<file path="src/rtl/seq_div16_if.sv">
// Start/busy/done handshake and operand/result bus of the sequential divider.
interface seq_div16_if;
  logic        start;
  logic [15:0] a;
  logic [15:0] b;
  logic        busy;
  logic        done;
  logic [15:0] q;
  logic [15:0] r;
  logic        dz;

  modport master (output start, a, b, input busy, done, q, r, dz);
  modport slave  (input start, a, b, output busy, done, q, r, dz);
endinterface

</file>
<file path="src/rtl/seq_div16.sv">
// 16-bit unsigned restoring divider, one shift-and-subtract step per clock.
// The trial subtraction reuses the 16-bit carry-lookahead adder.
module cla (
  input  logic [15:0] a_i,
  input  logic [15:0] b_i,
  input  logic        ci_i,
  output logic [15:0] sum_c_o,
  output logic        co_c_o
);
  localparam int unsigned WIDTH = 16;
  localparam int unsigned GRP   = 4;

  logic [WIDTH-1:0] g;
  logic [WIDTH-1:0] p;
  logic [WIDTH:0]   c;
  logic             gg;
  logic             gp;

  // Lookahead inside each 4-bit group, group carries chained between groups.
  always_comb begin
    g  = a_i & b_i;
    p  = a_i ^ b_i;
    c  = '0;
    gg = 1'b0;
    gp = 1'b1;
    c[0] = ci_i;
    for (int k = 0; k < int'(WIDTH / GRP); k++) begin
      gg = 1'b0;
      gp = 1'b1;
      for (int j = 0; j < int'(GRP); j++) begin
        gg = g[k*GRP+j] | (p[k*GRP+j] & gg);
        gp = gp & p[k*GRP+j];
        c[k*GRP+j+1] = gg | (gp & c[k*GRP]);
      end
    end
  end

  assign sum_c_o = p ^ c[WIDTH-1:0];
  assign co_c_o  = c[WIDTH];
endmodule

module seq_div16 (
  input logic        clk,
  input logic        rst_n,
  seq_div16_if.slave dif
);
  localparam int unsigned WIDTH = 16;
  localparam int unsigned CNT_W = 4;

  typedef enum logic [1:0] {IDLE, RUN, DONE} state_e;

  state_e             state_q, state_d;
  logic [WIDTH-1:0]   dvd_q, dvd_d;
  logic [WIDTH-1:0]   div_q, div_d;
  logic [WIDTH-1:0]   rem_q, rem_d;
  logic [CNT_W-1:0]   cnt_q, cnt_d;
  logic [WIDTH-1:0]   q_q, q_d;
  logic [WIDTH-1:0]   r_q, r_d;
  logic               dz_q, dz_d;
  logic               busy_q, busy_d;
  logic               done_q, done_d;

  logic [WIDTH:0]     trial_c;
  logic [WIDTH-1:0]   diff_c;
  logic               co_c;
  logic               no_borrow_c;
  logic [WIDTH-1:0]   step_dvd_c;
  logic [WIDTH-1:0]   step_rem_c;

  // Trial step: t = {rem, dividend msb}; t - divisor via a + ~b + 1.
  assign trial_c = {rem_q, dvd_q[WIDTH-1]};

  cla u_cla (
    .a_i     (trial_c[WIDTH-1:0]),
    .b_i     (~div_q),
    .ci_i    (1'b1),
    .sum_c_o (diff_c),
    .co_c_o  (co_c)
  );

  assign no_borrow_c = co_c | trial_c[WIDTH];
  assign step_dvd_c  = {dvd_q[WIDTH-2:0], no_borrow_c};
  assign step_rem_c  = no_borrow_c ? diff_c : trial_c[WIDTH-1:0];

  always_ff @(posedge clk) begin
    if (!rst_n) begin
      state_q <= IDLE;
      dvd_q   <= '0;
      div_q   <= '0;
      rem_q   <= '0;
      cnt_q   <= '0;
      q_q     <= '0;
      r_q     <= '0;
      dz_q    <= 1'b0;
      busy_q  <= 1'b0;
      done_q  <= 1'b0;
    end else begin
      state_q <= state_d;
      dvd_q   <= dvd_d;
      div_q   <= div_d;
      rem_q   <= rem_d;
      cnt_q   <= cnt_d;
      q_q     <= q_d;
      r_q     <= r_d;
      dz_q    <= dz_d;
      busy_q  <= busy_d;
      done_q  <= done_d;
    end
  end

  always_comb begin
    state_d = state_q;
    dvd_d   = dvd_q;
    div_d   = div_q;
    rem_d   = rem_q;
    cnt_d   = cnt_q;
    q_d     = q_q;
    r_d     = r_q;
    dz_d    = dz_q;
    unique case (state_q)
      IDLE: begin
        if (dif.start) begin
          if (dif.b == '0) begin
            q_d     = '1;
            r_d     = dif.a;
            dz_d    = 1'b1;
            state_d = DONE;
          end else begin
            dvd_d   = dif.a;
            div_d   = dif.b;
            rem_d   = '0;
            cnt_d   = '0;
            dz_d    = 1'b0;
            state_d = RUN;
          end
        end
      end
      RUN: begin
        dvd_d = step_dvd_c;
        rem_d = step_rem_c;
        cnt_d = cnt_q + CNT_W'(1);
        // Results are published on the final step so they appear with done.
        if (cnt_q == CNT_W'(WIDTH - 1)) begin
          q_d     = step_dvd_c;
          r_d     = step_rem_c;
          state_d = DONE;
        end
      end
      DONE: state_d = IDLE;
      default: state_d = IDLE;
    endcase
    busy_d = (state_d != IDLE);
    done_d = (state_d == DONE);
  end

  assign dif.busy = busy_q;
  assign dif.done = done_q;
  assign dif.q    = q_q;
  assign dif.r    = r_q;
  assign dif.dz   = dz_q;
endmodule

</file>
<file path="src/flat_wrapper.sv">
// flat-port wrapper written by rule: the top's interface ports become plain ports
module seq_div16_flat 
  (clk, rst_n, dif_start, dif_a, dif_b, dif_busy, dif_done, dif_q, dif_r, dif_dz);
  seq_div16_if dif_i ();
  input logic clk;
  input logic rst_n;
  input wire logic [$bits(dif_i.start)-1:0] dif_start;
  input wire logic [$bits(dif_i.a)-1:0] dif_a;
  input wire logic [$bits(dif_i.b)-1:0] dif_b;
  output wire logic [$bits(dif_i.busy)-1:0] dif_busy;
  output wire logic [$bits(dif_i.done)-1:0] dif_done;
  output wire logic [$bits(dif_i.q)-1:0] dif_q;
  output wire logic [$bits(dif_i.r)-1:0] dif_r;
  output wire logic [$bits(dif_i.dz)-1:0] dif_dz;
  assign dif_i.start = dif_start;
  assign dif_i.a = dif_a;
  assign dif_i.b = dif_b;
  assign dif_busy = dif_i.busy;
  assign dif_done = dif_i.done;
  assign dif_q = dif_i.q;
  assign dif_r = dif_i.r;
  assign dif_dz = dif_i.dz;
  seq_div16 u_core (.clk(clk), .rst_n(rst_n), .dif(dif_i));
endmodule
</file>
<file path="config.mk">
export PLATFORM = sky130hd
export DESIGN_NAME = seq_div16_flat
export DESIGN_NICKNAME = d
export VERILOG_FILES = /design/src/rtl/seq_div16_if.sv /design/src/rtl/seq_div16.sv /design/src/flat_wrapper.sv
export SDC_FILE = /design/constraint.sdc
export NUM_CORES = 1
export LEC_CHECK = 0
export CAP_MARGIN = 0
export CORE_ASPECT_RATIO = 2
export CORE_MARGIN = 1.5
export CORE_UTILIZATION = 48
export CTS_BUF_LIST = sky130_fd_sc_hd__clkbuf_16
export DETAILED_ROUTE_END_ITERATION = 8
export GPL_TIMING_DRIVEN = 0
export PLACE_DENSITY = 0.86
export SYNTH_ARGS = -nofsm -noshare
export SYNTH_HDL_FRONTEND = slang
export SYNTH_SLANG_ARGS = --single-unit
</file>
<file path="constraint.sdc">
create_clock -name clk -period 2.3 [get_ports clk]
set_input_delay 0.46 -clock clk [delete_from_list [all_inputs] [get_ports clk]]
set_output_delay 0.46 -clock clk [all_outputs]
set_load 0.05 [all_outputs]
</file>
==> Word-level counts from Yosys, hierarchy flattened <==
Index checks and enable logic that the tools add are counted.
{ "totals": {"register_bits": 89, "out_inout_bits": 35, "elab_cells": 119} }
{ "classes": {"add_sub_neg": 1, "eq_ne": 7, "mux": 23, "bitwise_logic": 70, "n_reduce_logical": 8} }
{ "ops": {"columns": ["cell", "count"], "rows": [
  ["16-bit 2-to-1 mux", 11],
  ["16-bit case mux with 2 select lines", 4],
  ["1-bit bitwise AND", 36],
  ["16-bit bitwise XOR", 2],
  ["1-bit OR", 29],
  ["16-bit bitwise AND", 1],
  ["16-bit logical NOT", 1],
  ["16-bit NOT", 1],
  ["4-bit 2-to-1 mux", 2],
  ["4-bit case mux with 2 select lines", 1],
  ["2-bit 2-to-1 mux", 3],
  ["3-bit AND reduction", 2],
  ["4-bit by 1-bit adder with 4-bit output (second input constant)", 1],
  ["4-bit == test (second input constant)", 1],
  ["2-bit by 1-bit != test with 1-bit output (second input constant)", 2],
  ["2-bit != test (second input constant)", 2],
  ["2-bit case mux with 2 select lines", 1],
  ["4-bit AND reduction", 1],
  ["2-bit nonzero test", 2],
  ["2-bit by 1-bit == test with 1-bit output (second input constant)", 1],
  ["2-bit == test (second input constant)", 1],
  ["2-bit logical NOT", 1],
  ["2-bit AND reduction", 1],
  ["1-bit 2-to-1 mux", 1],
  ["1-bit NOT", 1]
]} }

==> Depth between registers and ports, before layout <==
Gate-level depths: netlist of the first run.
{ "logic_depth": {"depth_word": 19, "mapped_depth": 10} }

==> Cells and area by module <==
Synthesis of the first run repeated with hierarchy kept, for this count alone.
{ "unflattened": {"hier_cells": 559, "area_unflattened_um2": 4824.6} }
{ "by_module_without_submodules": {"columns": ["module", "instances", "cells_per_inst", "area_per_inst_um2", "seq_area_each_um2"], "rows": [
  ["seq_div16", 1, 472, 4134.0, 1781.7],
  ["cla", 1, 87, 690.7, 0.0]
]} }

==> Worst setup path after synthesis of the first run <==
Ideal clock, no wire load.
{ "synth_path": {"path_type": "flip-flop to flip-flop", "from": "reg u_core.div_q[2]", "to": "reg u_core.rem_q[9]", "arrival_time_ns": 2.180, "required_ns": 2.175, "path_slack_ns": -0.005, "path_stages_with_launch": 10, "synth_period_minus_slack_ns": 2.305, "path_cell_list": "dfxtp_1 -> inv_1 -> ha_1 -> o21ai_0 -> a221oi_1 -> or2_2 -> fa_1 -> xor2_1 -> a22oi_2 -> o21ai_1"} }
{ "synth_between": {"elab_chain_len": 16, "word_cells_on_any_way": 22} }
{ "synth_rtl": {"columns": ["element", "line_no", "text"], "rows": [
  ["start, declared", "seq_div16.sv:54", "logic [WIDTH-1:0] div_q, div_d;"],
  ["start signal, assigned", "seq_div16.sv:100", "div_q <= div_d;"],
  ["16-bit NOT (*)", "seq_div16.sv:75", ".b_i (~div_q),"],
  ["16-bit bitwise XOR", "seq_div16.sv:22", "p = a_i ^ b_i;"],
  ["1-bit bitwise AND", "seq_div16.sv:31", "gg = g[k*GRP+j] | (p[k*GRP+j] & gg);"],
  ["1-bit OR", "seq_div16.sv:31", null],
  ["1-bit bitwise AND", "seq_div16.sv:31", null],
  ["1-bit OR", "seq_div16.sv:31", null],
  ["1-bit OR (*)", "seq_div16.sv:33", "c[k*GRP+j+1] = gg | (gp & c[k*GRP]);"],
  ["1-bit bitwise AND (*)", "seq_div16.sv:33", null],
  ["1-bit OR (*)", "seq_div16.sv:33", null],
  ["1-bit bitwise AND", "seq_div16.sv:33", null],
  ["1-bit OR", "seq_div16.sv:33", null],
  ["1-bit bitwise AND", "seq_div16.sv:33", null],
  ["1-bit OR", "seq_div16.sv:33", null],
  ["1-bit OR", "seq_div16.sv:81", "assign no_borrow_c = co_c | trial_c[WIDTH];"],
  ["16-bit 2-to-1 mux (*)", "seq_div16.sv:83", "assign step_rem_c = no_borrow_c ? diff_c : trial_c[WIDTH-1:0];"],
  ["16-bit case mux with 2 select lines (*)", "seq_div16.sv:120", "unique case (state_q)"],
  ["end signal, assigned", "seq_div16.sv:101", "rem_q <= rem_d;"],
  ["end, declared", "seq_div16.sv:55", "logic [WIDTH-1:0] rem_q, rem_d;"]
]} }
Mark *: on every way between the ends. The rest lies on a longest branch, timed or not.
A chain may end at the register's enable or synchronous reset.

==> Worst setup path after layout of the first run <==
{ "layout_path": {"from": "reg u_core.div_q[12]", "to": "reg u_core.rem_q[11]"} }
{ "layout_between": {"elab_chain_len": 12, "word_cells_on_any_way": 17} }
{ "layout_rtl": {"columns": ["element", "line_no", "text"], "rows": [
  ["16-bit NOT (*)", "seq_div16.sv:75", null],
  ["16-bit bitwise AND", "seq_div16.sv:21", "g = a_i & b_i;"],
  ["1-bit bitwise AND", "seq_div16.sv:31", null],
  ["1-bit OR", "seq_div16.sv:31", null],
  ["1-bit bitwise AND", "seq_div16.sv:31", null],
  ["1-bit OR", "seq_div16.sv:31", null],
  ["1-bit bitwise AND", "seq_div16.sv:31", null],
  ["1-bit OR", "seq_div16.sv:31", null],
  ["1-bit OR (*)", "seq_div16.sv:33", null],
  ["1-bit OR (*)", "seq_div16.sv:81", null],
  ["16-bit 2-to-1 mux (*)", "seq_div16.sv:83", null],
  ["16-bit case mux with 2 select lines (*)", "seq_div16.sv:120", null]
]} }
Marks and branches as above.

==> summary.txt, run 1 <==
Run status
  – Outcome: finished, violations left
  – Failing checks: negative setup slack

Pwr
  – Cell Pwr Density: 661.4 nW/um2
  – Combinational group share of total power: 0.236
  – Final Total Pwr: 4.079 mW
  – Portion of total power attributed to sequential cells: 0.409
  – P_sw: 1.218 mW
  – Pleak: 2.381 nW
  – Pint: 2.861 mW
  – Clock network power share: 0.355
  – Worst IR drop on VDD: 0.0004625 V
  – Switching share of power: 0.2986

Global route
  – First-pass GRT wire length: 21.94 mm
  – GRT Overall Usage: 0.2826
  – Vias in the first global route: 4,510
  – Gr ovfl total: 0
  – GR Layer Usage met1: 0.2742
  – Pin count of the biggest net entering global routing: 19
  – Most used routing layer: met2
  – Met3 usage: 0.04604
  – Antenna violations before repair: 0
  – GR Layer Usage met2: 0.4946

Synthesis
  – Post-Syn Area: 4542 um2
  – Post-synth top cells: 90 x nand2_1, 89 x dfxtp_1, 44 x o21ai_0
  – Main synth FF type: dfxtp_1
  – Leading area contributor after synthesis: dfxtp_1
  – Sequential element share of the synthesized area: 0.3923
  – Yosys warning count: 0
  – EDFF count, synth: 0
  – Most common cell in the netlist: nand2_1
  – Syn Area/Cell: 8.537 um2
  – Synth top area share: 0.3923
  – Synth cell types: 61
  – Synth Net Count: 588
  – Cells after synthesis: 532
  – #FFs+latches synth: 89
  – Top cells by area, synth: dfxtp_1 39%, nand2_1 7.4%, ha_1 5.0%, o21ai_0 4.8%, o211a_1 3.7%
  – Asr flop ratio synth: 0

Floorplanning
  – Num rows: 50
  – Die area: 10,090 um2
  – Starting density of the core: 0.4905
  – # IOs: 70
  – Die width: 71.78 um
  – Die span in y: 140.6 um
  – Core Region: 9259 um2

Cells and area
  – Non-Filler Instances: 735
  – Antenna diodes: 0
  – Nets: 683
  – Layout cells sized above 1: 0.2250
  – Layout overhead on the synthesized area: 35.81%
  – Sequential cell area: 1799 um2
  – Fill count: 666
  – Final core occ: 0.6662
  – Footprint of the multi-input gates: 2825 um2

Place
  – PortBufs: 68
  – GP Congestion: 0.9823
  – Cells after DPL: 704
  – DPL Wire Length: 9.987 mm

Hold path
  – Hold Path Class: register to register

STA
  – Fin Hold WS: 470.0 ps
  – Tightest Pin Transition: 796.0 ps
  – Slew margin rel.: 0.4694
  – Period utilization: 1.074
  – Clock Skews: 5.001 ps
  – Unrepaired setup endpoints after global routing: yes
  – Fin worst setup slack: -169.9 ps
  – Setup TNS Final: -3761 ps
  – Final Hold Viols: 0
  – Fmax: 404.9 MHz
  – Minimum clock period: 2470 ps
  – Final Max Tran Viols: 0
  – Final setup fails: 32

Drt
  – Initial DRC count: 413
  – DR pass1 iterations: 5
  – Wirelength, routed: 15.07 mm
  – Vias/cell: 6.140
  – Routed Antenna Nets: 0
  – Routed wire per std cell: 20.50 um
  – Vias: 4,513
  – DRC: 0

Worst setup path
  – Startpoint types: register
  – Critical Path End Type: register
  – CP bufs+invs: 3
  – Most used cell along the critical path: o21ai_1
  – CP Cell Sequence: inv_2 -> ha_1 -> a2111oi_2 -> o21ai_1 -> a21oi_2 -> and3_1 -> buf_6 -> buf_12 -> a22oi_2 -> o21ai_1
  – Worst EP required: 2570 ps
  – Crit-path leading delay family: compound AO/OA/AOI/OAI gates
  – Critical Path Max Stage Delay: 460 ps
  – CP max-delay cell: a2111oi_2
  – CP Max Fanout: 10
  – CP Class: register to register
  – Crit path arrival time: 2740 ps

Clocking
  – CTS tree: done
  – Clk sinks: 89
  – Clock latency on the worst-skew pair: 350 ps
  – Longest Clk Path Bufs: 2
  – Post-CTS Hold Buffers: 0
  – H-Tree Depth: 3
  – CTS root buf: clkbuf_16
  – Total CTS buffers: 9
  – Worst-path clk slew: 70 ps

Flow run
  – Maxcap violations: 0
-- layer usage --
metal,vias to the layer above,share of wire
met2,217,0.51
met3,104,0.056
li1,2062,-
met1,2130,0.33
met4,0,0.10
met5,-,0
-- kinds of logic (layout without fill, tap and decap cells) --
group	after synthesis	in the layout	share of synthesized area
compound gates	154	154	0.2419
xor+xnor	11	11	0.02121
buf+inv	58	157	0.05868
simple gates	199	199	0.2231
flops	89	89	0.3923
fa+ha+maj	21	21	0.06281
-- stage by stage --
step	setup WS (ps)	cell area, um2
after floorplan	12.69	4542
after global placement	-608.9	5353
after detailed placement	-663.5	5353
after CTS	3.683	5918
after global routing	-247.8	6168
final	-169.9	6168
-- flip-flops by register name, summed over array words and instances, names as in the netlist --
signal           flops
u_core.dif.dz        1
u_core.dvd_q        16
u_core.div_q        16
u_core.dif.done      1
u_core.rem_q        16
u_core.state_q       2
u_core.dif.q        16
u_core.cnt_q         4
u_core.dif.r        16
u_core.dif.busy      1
-- cells in the final DEF (no fill, tap or decap), types with 9 or more instances in the layout --
cell type / instances
nand2_1: 90
dfxtp_1: 75
clkdlybuf4s50_1: 65
o21ai_0: 38
nor2_1: 29
a21oi_1: 19
buf_4: 18
a21boi_0: 17
nand3_1: 17
o211a_1: 17
clkbuf_1: 15
nor3b_1: 15
dfxtp_2: 14
inv_1: 13
o21ai_1: 13
ha_4: 13
inv_2: 10
clkbuf_16: 10
nor3_2: 9
-- worst paths after layout --
path | startpoint | depth (start not counted) | slack, ps | endpoint
hold reg to reg | u_core.dif.dz | 2 | 470 | u_core.dif.dz
setup / recovery | u_core.div_q[12] | 10 | -170 | u_core.rem_q[11]
hold / removal | u_core.dif.dz | 2 | 470 | u_core.dif.dz
setup reg to reg | u_core.div_q[12] | 10 | -170 | u_core.rem_q[11]
-- worst min-delay path, delay by kind of cell (launching register included) --
kind,cells,cell delay (ps)
flip-flops,1,310
AO/OA/AOI/OAI,1,60
AND/OR/NAND/NOR,1,50
-- repair_timing --
action / 4_1_cts / 5_1_grt
cloned: 0 / 1
hold endpoints to repair: 0 / 0
setup endpoints to repair: 61 / 72
pin swaps: 15 / 23
buffers inserted: 8 / 10
resized for setup: 53 / 47
-- power by group through the flow --
stage | logic [mW] | clock network (mW) | registers, mW
2_1_floorplan | 0.520 | 0 | 1.68
3_3_place_gp | 0.713 | 0 | 1.68
3_5_place_dp | 0.735 | 0 | 1.69
4_1_cts | 0.823 | 1.43 | 1.66
5_1_grt | 1.02 | 1.50 | 1.67
6_report | 0.961 | 1.45 | 1.67
-- layout make-up --
| class | count | area share |
|---|---|---|
| buffer | 32 | 0.03205 |
| timing repair buffer | 87 | 0.1369 |
| tap | 104 | 0.02110 |
| sequential | 89 | 0.2917 |
| inverter | 23 | 0.01400 |
| multi-input combinational | 385 | 0.4580 |
| clock inverter | 6 | 0.009736 |
| clock buffer | 9 | 0.03651 |
Note: power is estimated with default switching activity, not from simulation.
==> inputs of run 2 (changes only) <==
- CELL_PAD_IN_SITES_DETAIL_PLACEMENT: not set -> 0
- CELL_PAD_IN_SITES_GLOBAL_PLACEMENT: not set -> 2
- CORE_UTILIZATION: 48 -> 32
- CTS_BUF_LIST: sky130_fd_sc_hd__clkbuf_16 -> sky130_fd_sc_hd__clkbuf_4 sky130_fd_sc_hd__clkbuf_8 sky130_fd_sc_hd__clkbuf_16
- PLACE_DENSITY: 0.86 -> 0.9
- clock period: 2.3 -> 2.4 ns (I/O delays scaled with it)
==> run 2 against run 1 <==
Net effect:
- the run now ends clean
- critical path depth did not move
- critical endpoint is now u_core.dif.q[13]
- combinational power shrank 15%
- global-route usage fell by 9.1 points
- largest cell class unchanged
- first-iteration DRC count fell by 32%
==> summary.txt, run 2 (same netlist as run 1, synthesis figures left out) <==
Run status
  – Outcome: completed

STA
  – Minimum clock period: 2336 ps
  – Setup TNS Final: 0 ps (+3761 ps)
  – Slew margin rel.: 0.4033 (-0.06611)
  – Tightest Pin Transition: 895.1 ps (+99.16 ps)
  – Fin worst setup slack: 64.00 ps (+233.9 ps)
  – Unrepaired setup endpoints after global routing: yes
  – Clock Skews: 6.277 ps (+1.276 ps)
  – Fmax: 428.1 MHz
  – Final Max Tran Viols: 0 (unchanged)
  – Period utilization: 0.9733
  – Final setup fails: 0 (-100%)
  – Final Hold Viols: 0 (unchanged)

Place
  – DPL Wire Length: 11.00 mm (+10%)
  – PortBufs: 68 (unchanged)
  – Setup WS pre-CTS: -645.9 ps (+17.54 ps)
  – Cells after DPL: 789 (+12%)
  – GP Congestion: 0.8389 (-15%)
  – Placed standard-cell area: 5459 um2 (+2.0%)

Pwr
  – Pint: 2.956 mW (+3.3%)
  – Switching share of power: 0.2645 (-0.03408)
  – P_sw: 1.063 mW (-13%)
  – Cell Pwr Density: 647.9 nW/um2 (-2.0%)
  – Pleak: 2.342 nW (-1.6%)
  – Worst IR drop on VDD: 0.0003843 V (-17%)
  – Portion of total power attributed to sequential cells: 0.398 (-0.011)
  – Clock network power share: 0.398 (+0.043)
  – Combinational group share of total power: 0.204 (-0.032)

Floorplanning
  – Num rows: 61 (+22%)
  – Die area: 14,960 um2 (+48%)
  – Die span in y: 171.5 um (+22%)
  – # IOs: 70 (unchanged)
  – Core Region: 13,890 um2 (+50%)
  – Die width: 87.24 um (+22%)
  – Starting density of the core: 0.3270 (-0.1636)

Cells and area
  – Most frequent cells in the layout: 90 x nand2_1, 76 x dfxtp_1, 64 x clkdlybuf4s50_1
  – Commonest non-fill, non-tap cell in the layout: nand2_1
  – Antenna diodes: 0 (unchanged)
  – Sequential cell area: 1800 um2 (about the same)
  – Footprint of the multi-input gates: 2814 um2 (-0.40%)
  – Fill count: 1,425 (+110%)
  – Final instance area: 6203 um2 (+0.57%)
  – Layout cells sized above 1: 0.1965 (-0.02858)
  – Layout overhead on the synthesized area: 36.58%
  – Non-Filler Instances: 810 (+10%)
  – Nets: 674 (-1.3%)

Clocking
  – Longest Clk Path Bufs: 2 (unchanged)
  – Clk sinks: 89 (unchanged)
  – H-Tree Depth: 3 (unchanged)
  – CTS tree: done
  – Total CTS buffers: 9 (unchanged)
  – Clock latency on the worst-skew pair: 340 ps (about the same)
  – Worst-path clk slew: 60 ps (about the same)
  – Post-CTS Hold Buffers: 0 (unchanged)
  – CTS root buf: clkbuf_16

Drt
  – Wirelength, routed: 13.83 mm (-8.3%)
  – DRC: 0 (unchanged)
  – Vias/cell: 5.011 (-18%)
  – Vias: 4,059 (-10%)
  – Routed Antenna Nets: 0 (unchanged)
  – Routed wire per std cell: 17.07 um (-17%)
  – DR pass1 iterations: 4 (-1)
  – Initial DRC count: 279 (-32%)

Worst setup path
  – R2R Setup Slk: 90 ps (+260 ps)
  – Reg-to-Reg End: u_core.rem_q[8]
  – Reg2Reg Depth: 10 (unchanged)
  – Startpoint types: primary input
  – CP startpoint: dif_b[12]
  – Critical Path End Type: register
  – CP Class: primary input to register
  – Worst setup path endpoint: u_core.dif.q[13]
  – Worst EP required: 2630 ps (+60 ps)
  – CP Max Fanout: 10 (unchanged)
  – FF-to-FF Start: u_core.div_q[9]
  – Crit path arrival time: 2560 ps (-180 ps)

Hold path
  – Hold Path Class: register to register

Global route
  – First-pass GRT wire length: 21.76 mm (-0.82%)
  – Antenna violations before repair: 0 (unchanged)
  – GRT Overall Usage: 0.1919 (-0.09066)
  – Pin count of the biggest net entering global routing: 14 (-5)
  – Gr ovfl total: 0 (unchanged)
  – Vias in the first global route: 4,200 (-6.9%)

Flow run
  – Maxcap violations: 0 (unchanged)
run 2: cell types whose count changed in the layout (fill, tap and decap cells not counted), moves of 3 or more:
cell / previous run / this run
o21ai_0: 38 / 42
buf_4: 18 / 8
buf_2: 3 / 6
o21ai_1: 13 / 10
run 2: final cells by class:
cell class | instances | area share
multi-input cells | 385 | 0.4536
flip-flops and latches | 89 | 0.2902
repair buffers | 76 | 0.1198
clock buffers | 11 | 0.03973
well taps | 189 | 0.03812
plain buffers | 34 | 0.02965
clock inverters | 3 | 0.01452
inverters | 23 | 0.01432
run 2: layer usage:
layer / part of all wire / track usage
met1: 0.36 / 0.1945
met2: 0.60 / 0.3719
met3: 0.026 / 0.02255
met4: 0.015 / 0.09455
met5: 0 / 0
run 2: worst max-delay path, stage by stage:
cell             delay (ps)
clkdlybuf4s50_1         450
nor4_2                  370
nand4_1                 130
buf_4                   180
or2_4                   270
and2_1                  150
buf_2                   150
buf_6                   160
nor3_2                  140
nor3b_1                  70
run 2: how the worst min path moves through the flow:
stage,cells after the start,slack [ps],to,from
2_1_floorplan,2,440,u_core.div_q[5],u_core.div_q[5]
3_3_place_gp,2,450,u_core.div_q[5],u_core.div_q[5]
3_5_place_dp,2,460,u_core.div_q[6],u_core.div_q[6]
4_1_cts,2,470,u_core.div_q[6],u_core.div_q[6]
5_1_grt,2,490,u_core.div_q[6],u_core.div_q[6]
6_report,2,470,u_core.dif.dz,u_core.dif.dz
run 2: power groups by stage:
stage / Sequential (mW) / Combinational [mW] / Clock (mW)
final: 1.60 / 0.821 / 1.60
after floorplan: 1.61 / 0.498 / 0
after CTS: 1.59 / 0.765 / 1.63
after global placement: 1.62 / 0.709 / 0
after global routing: 1.60 / 0.904 / 1.70
after detailed placement: 1.62 / 0.716 / 0
run 2: metrics by stage:
stage          utilization  power (mW)  hold WS (ps)
3_3_place_gp        0.3930       2.327         450.5
6_report            0.4466       4.019         466.1
4_1_cts             0.4274       3.990         468.0
3_5_place_dp        0.3930       2.336         459.7
5_1_grt             0.4466       4.207         494.4
2_1_floorplan            -       2.106         435.1
run 2: what timing repair did:
item                       in CTS  in global routing
pin swaps                       8                 21
gates resized for setup        24                 60
cloned                          0                  0
setup buffers                   4                  4
setup endpoints to repair      63                 58
==> inputs of run 3 (changes only) <==
- CORE_MARGIN: 1.5 -> not set
- HOLD_SLACK_MARGIN: not set -> 0.08
==> run 3 against run 2 <==
Net effect:
- total power down 2.0%
- core utilization decreased by 0.23 points
- via count increased by 2.1%
- clock power fell by 7%
- routed wire length up 2.3%
- hold slack improved by 1.8 ps
- critical path depth did not move
- first-iteration DRC count decreased by 34%
- combinational power up 3.8%
- highest routed layer unchanged
==> summary.txt, run 3 (same netlist as run 1, synthesis figures left out) <==
Run status
  – Outcome: completed

STA
  – Final Max Tran Viols: 0 (unchanged)
  – Final setup fails: 0 (unchanged)
  – Slew margin rel.: 0.4249 (+0.02168)
  – Fin worst setup slack: 70.21 ps (+6.217 ps)
  – Fin Hold WS: 467.9 ps (+1.769 ps)
  – Fmax: 429.2 MHz (+0.27%)
  – Minimum clock period: 2330 ps (-6.217 ps)
  – Final Hold Viols: 0 (unchanged)
  – Tightest Pin Transition: 862.6 ps (-32.52 ps)
  – Clock Skews: 7.022 ps (+0.7452 ps)
  – Unrepaired setup endpoints after global routing: yes
  – Setup TNS Final: 0 ps (unchanged)
  – Period utilization: 0.9707 (-0.002590)

Clocking
  – Worst-path clk slew: 60 ps (about the same)
  – CTS tree: done
  – Longest Clk Path Bufs: 2 (unchanged)
  – Clock latency on the worst-skew pair: 340 ps (about the same)
  – Post-CTS Hold Buffers: 0 (unchanged)
  – Clk sinks: 89 (unchanged)
  – CTS root buf: clkbuf_16
  – Total CTS buffers: 9 (unchanged)
  – H-Tree Depth: 3 (unchanged)

Global route
  – GRT Overall Usage: 0.1966 (+0.004713)
  – Vias in the first global route: 4,153 (-1.1%)
  – First-pass GRT wire length: 21.85 mm (+0.41%)
  – Pin count of the biggest net entering global routing: 15 (+1)
  – Gr ovfl total: 0 (unchanged)
  – Antenna violations before repair: 0 (unchanged)

Place
  – PortBufs: 68 (unchanged)
  – GP Congestion: 0.8572 (+2.2%)
  – DPL Wire Length: 11.05 mm (+0.51%)
  – Setup WS pre-CTS: -635.8 ps (+10.12 ps)

Worst setup path
  – Crit path arrival time: 2550 ps (about the same)
  – Worst EP required: 2620 ps (about the same)
  – CP Max Fanout: 10 (unchanged)
  – Critical Path End Type: register
  – Critical Path Max Stage Delay: 410 ps (-40 ps)
  – Crit-path leading delay family: simple AND/OR/NAND/NOR gates
  – FF-to-FF Start: u_core.div_q[8]
  – CP Cell Sequence: inv_1 -> ha_4 -> nand4_2 -> or3_4 -> a2bb2oi_4 -> and3_4 -> buf_6 -> buf_12 -> a22oi_2 -> a21oi_1
  – CP bufs+invs: 3 (-1)
  – CP Class: register to register
  – CP startpoint: u_core.div_q[8]
  – Startpoint types: register
  – CP max-delay cell: or3_4

Floorplanning
  – Starting density of the core: 0.3270 (unchanged)
  – Core Region: 13,890 um2 (unchanged)
  – # IOs: 70 (unchanged)
  – Die width: 86.24 um (-1.1%)
  – Die area: 14,700 um2 (-1.7%)
  – Die span in y: 170.5 um (-0.58%)
  – Num rows: 61 (unchanged)

Cells and area
  – Nets: 675 (+0.15%)
  – Layout overhead on the synthesized area: 35.90%
  – Fill count: 1,452 (+1.9%)
  – Most frequent cells in the layout: 90 x nand2_1, 80 x dfxtp_1, 65 x clkdlybuf4s50_1
  – Layout cells sized above 1: 0.1859 (-0.01056)
  – Commonest non-fill, non-tap cell in the layout: nand2_1
  – Antenna diodes: 0 (unchanged)

Pwr
  – Final Total Pwr: 3.940 mW (-2.0%)
  – Worst IR drop on VDD: 0.0005012 V (+30%)
  – Pleak: 2.343 nW (about the same)
  – Cell Pwr Density: 638.3 nW/um2 (-1.5%)

Drt
  – DR pass1 iterations: 4 (unchanged)
  – Vias: 4,146 (+2.1%)
  – Vias/cell: 5.100 (+1.8%)
  – Routed Antenna Nets: 0 (unchanged)
  – DRC: 0 (unchanged)
  – Initial DRC count: 184 (-34%)
  – Routed wire per std cell: 17.39 um (+1.9%)
  – Wirelength, routed: 14.14 mm (+2.3%)

Flow run
  – Maxcap violations: 0 (unchanged)

Hold path
  – Hold Path Class: register to register
  – Hold path start: u_core.div_q[5]
[run 3: cell count changes in the layout (fill, tap and decap cells not counted), sizes merged]
cell           before  now
buf                22   20
clkinv              0    2
clkdlybuf4s50      64   65
dlymetal6s2s        2    1
clkbuf             31   36
bufinv              3    1
[run 3: layout make-up]
type / count / area, um2 / share of cell area
multi-input cells: 385 / 2785 / 0.4512
flip-flops and latches: 89 / 1795 / 0.2909
plain buffers: 34 / 186.4 / 0.03020
clock buffers: 13 / 274.0 / 0.04439
well taps: 189 / 236.5 / 0.03831
clock inverters: 3 / 47.55 / 0.007703
repair buffers: 77 / 760.7 / 0.1233
inverters: 23 / 86.33 / 0.01399
[run 3: power breakdown]
| group | internal, mW | switching [mW] | leakage, nW |
|---|---|---|---|
| Combinational | 0.388 | 0.464 | 1.45 |
| Sequential | 1.54 | 0.0593 | 0.728 |
| Clock | 0.908 | 0.584 | 0.159 |
| Total | 2.83 | 1.11 | 2.34 |
[run 3: path summary, 6_finish.rpt]
check        cells past startpoint  slack, ps               to
max                             10         70  u_core.dif.r[8]
min reg2reg                      2        470  u_core.div_q[5]
max reg2reg                     10         70  u_core.dif.r[8]
min                              2        470  u_core.div_q[5]
[run 3: what timing repair did]
| action | in CTS | in global routing |
|---|---|---|
| buffers inserted | 3 | 6 |
| pin swaps | 5 | 19 |
| gates resized for setup | 27 | 46 |
| setup endpoints to repair | 63 | 56 |
[run 3: tightest hold or removal path, stage by stage (launching register included)]
cell	delay [ps]
dfxtp_2	320
nand2_1	50
a21boi_1	60
[run 3: stage by stage]
step / instances / util / cell area [um2]
finish: 813 / 0.4443 / 6172
global placement: 789 / 0.3930 / 5459
CTS: 808 / 0.4267 / 5927
floorplan: 532 / - / 4542
detailed placement: 789 / 0.3930 / 5459
global route: 813 / 0.4443 / 6172
[run 3: metal layers]
metal / share of wire / up-vias / GRT usage
met2: 0.58 / 75 / 0.3868
met1: 0.36 / 2003 / 0.1959
met4: 0.033 / 0 / 0.09420
met5: 0 / - / 0
met3: 0.026 / 22 / 0.02522
li1: - / 2046 / -
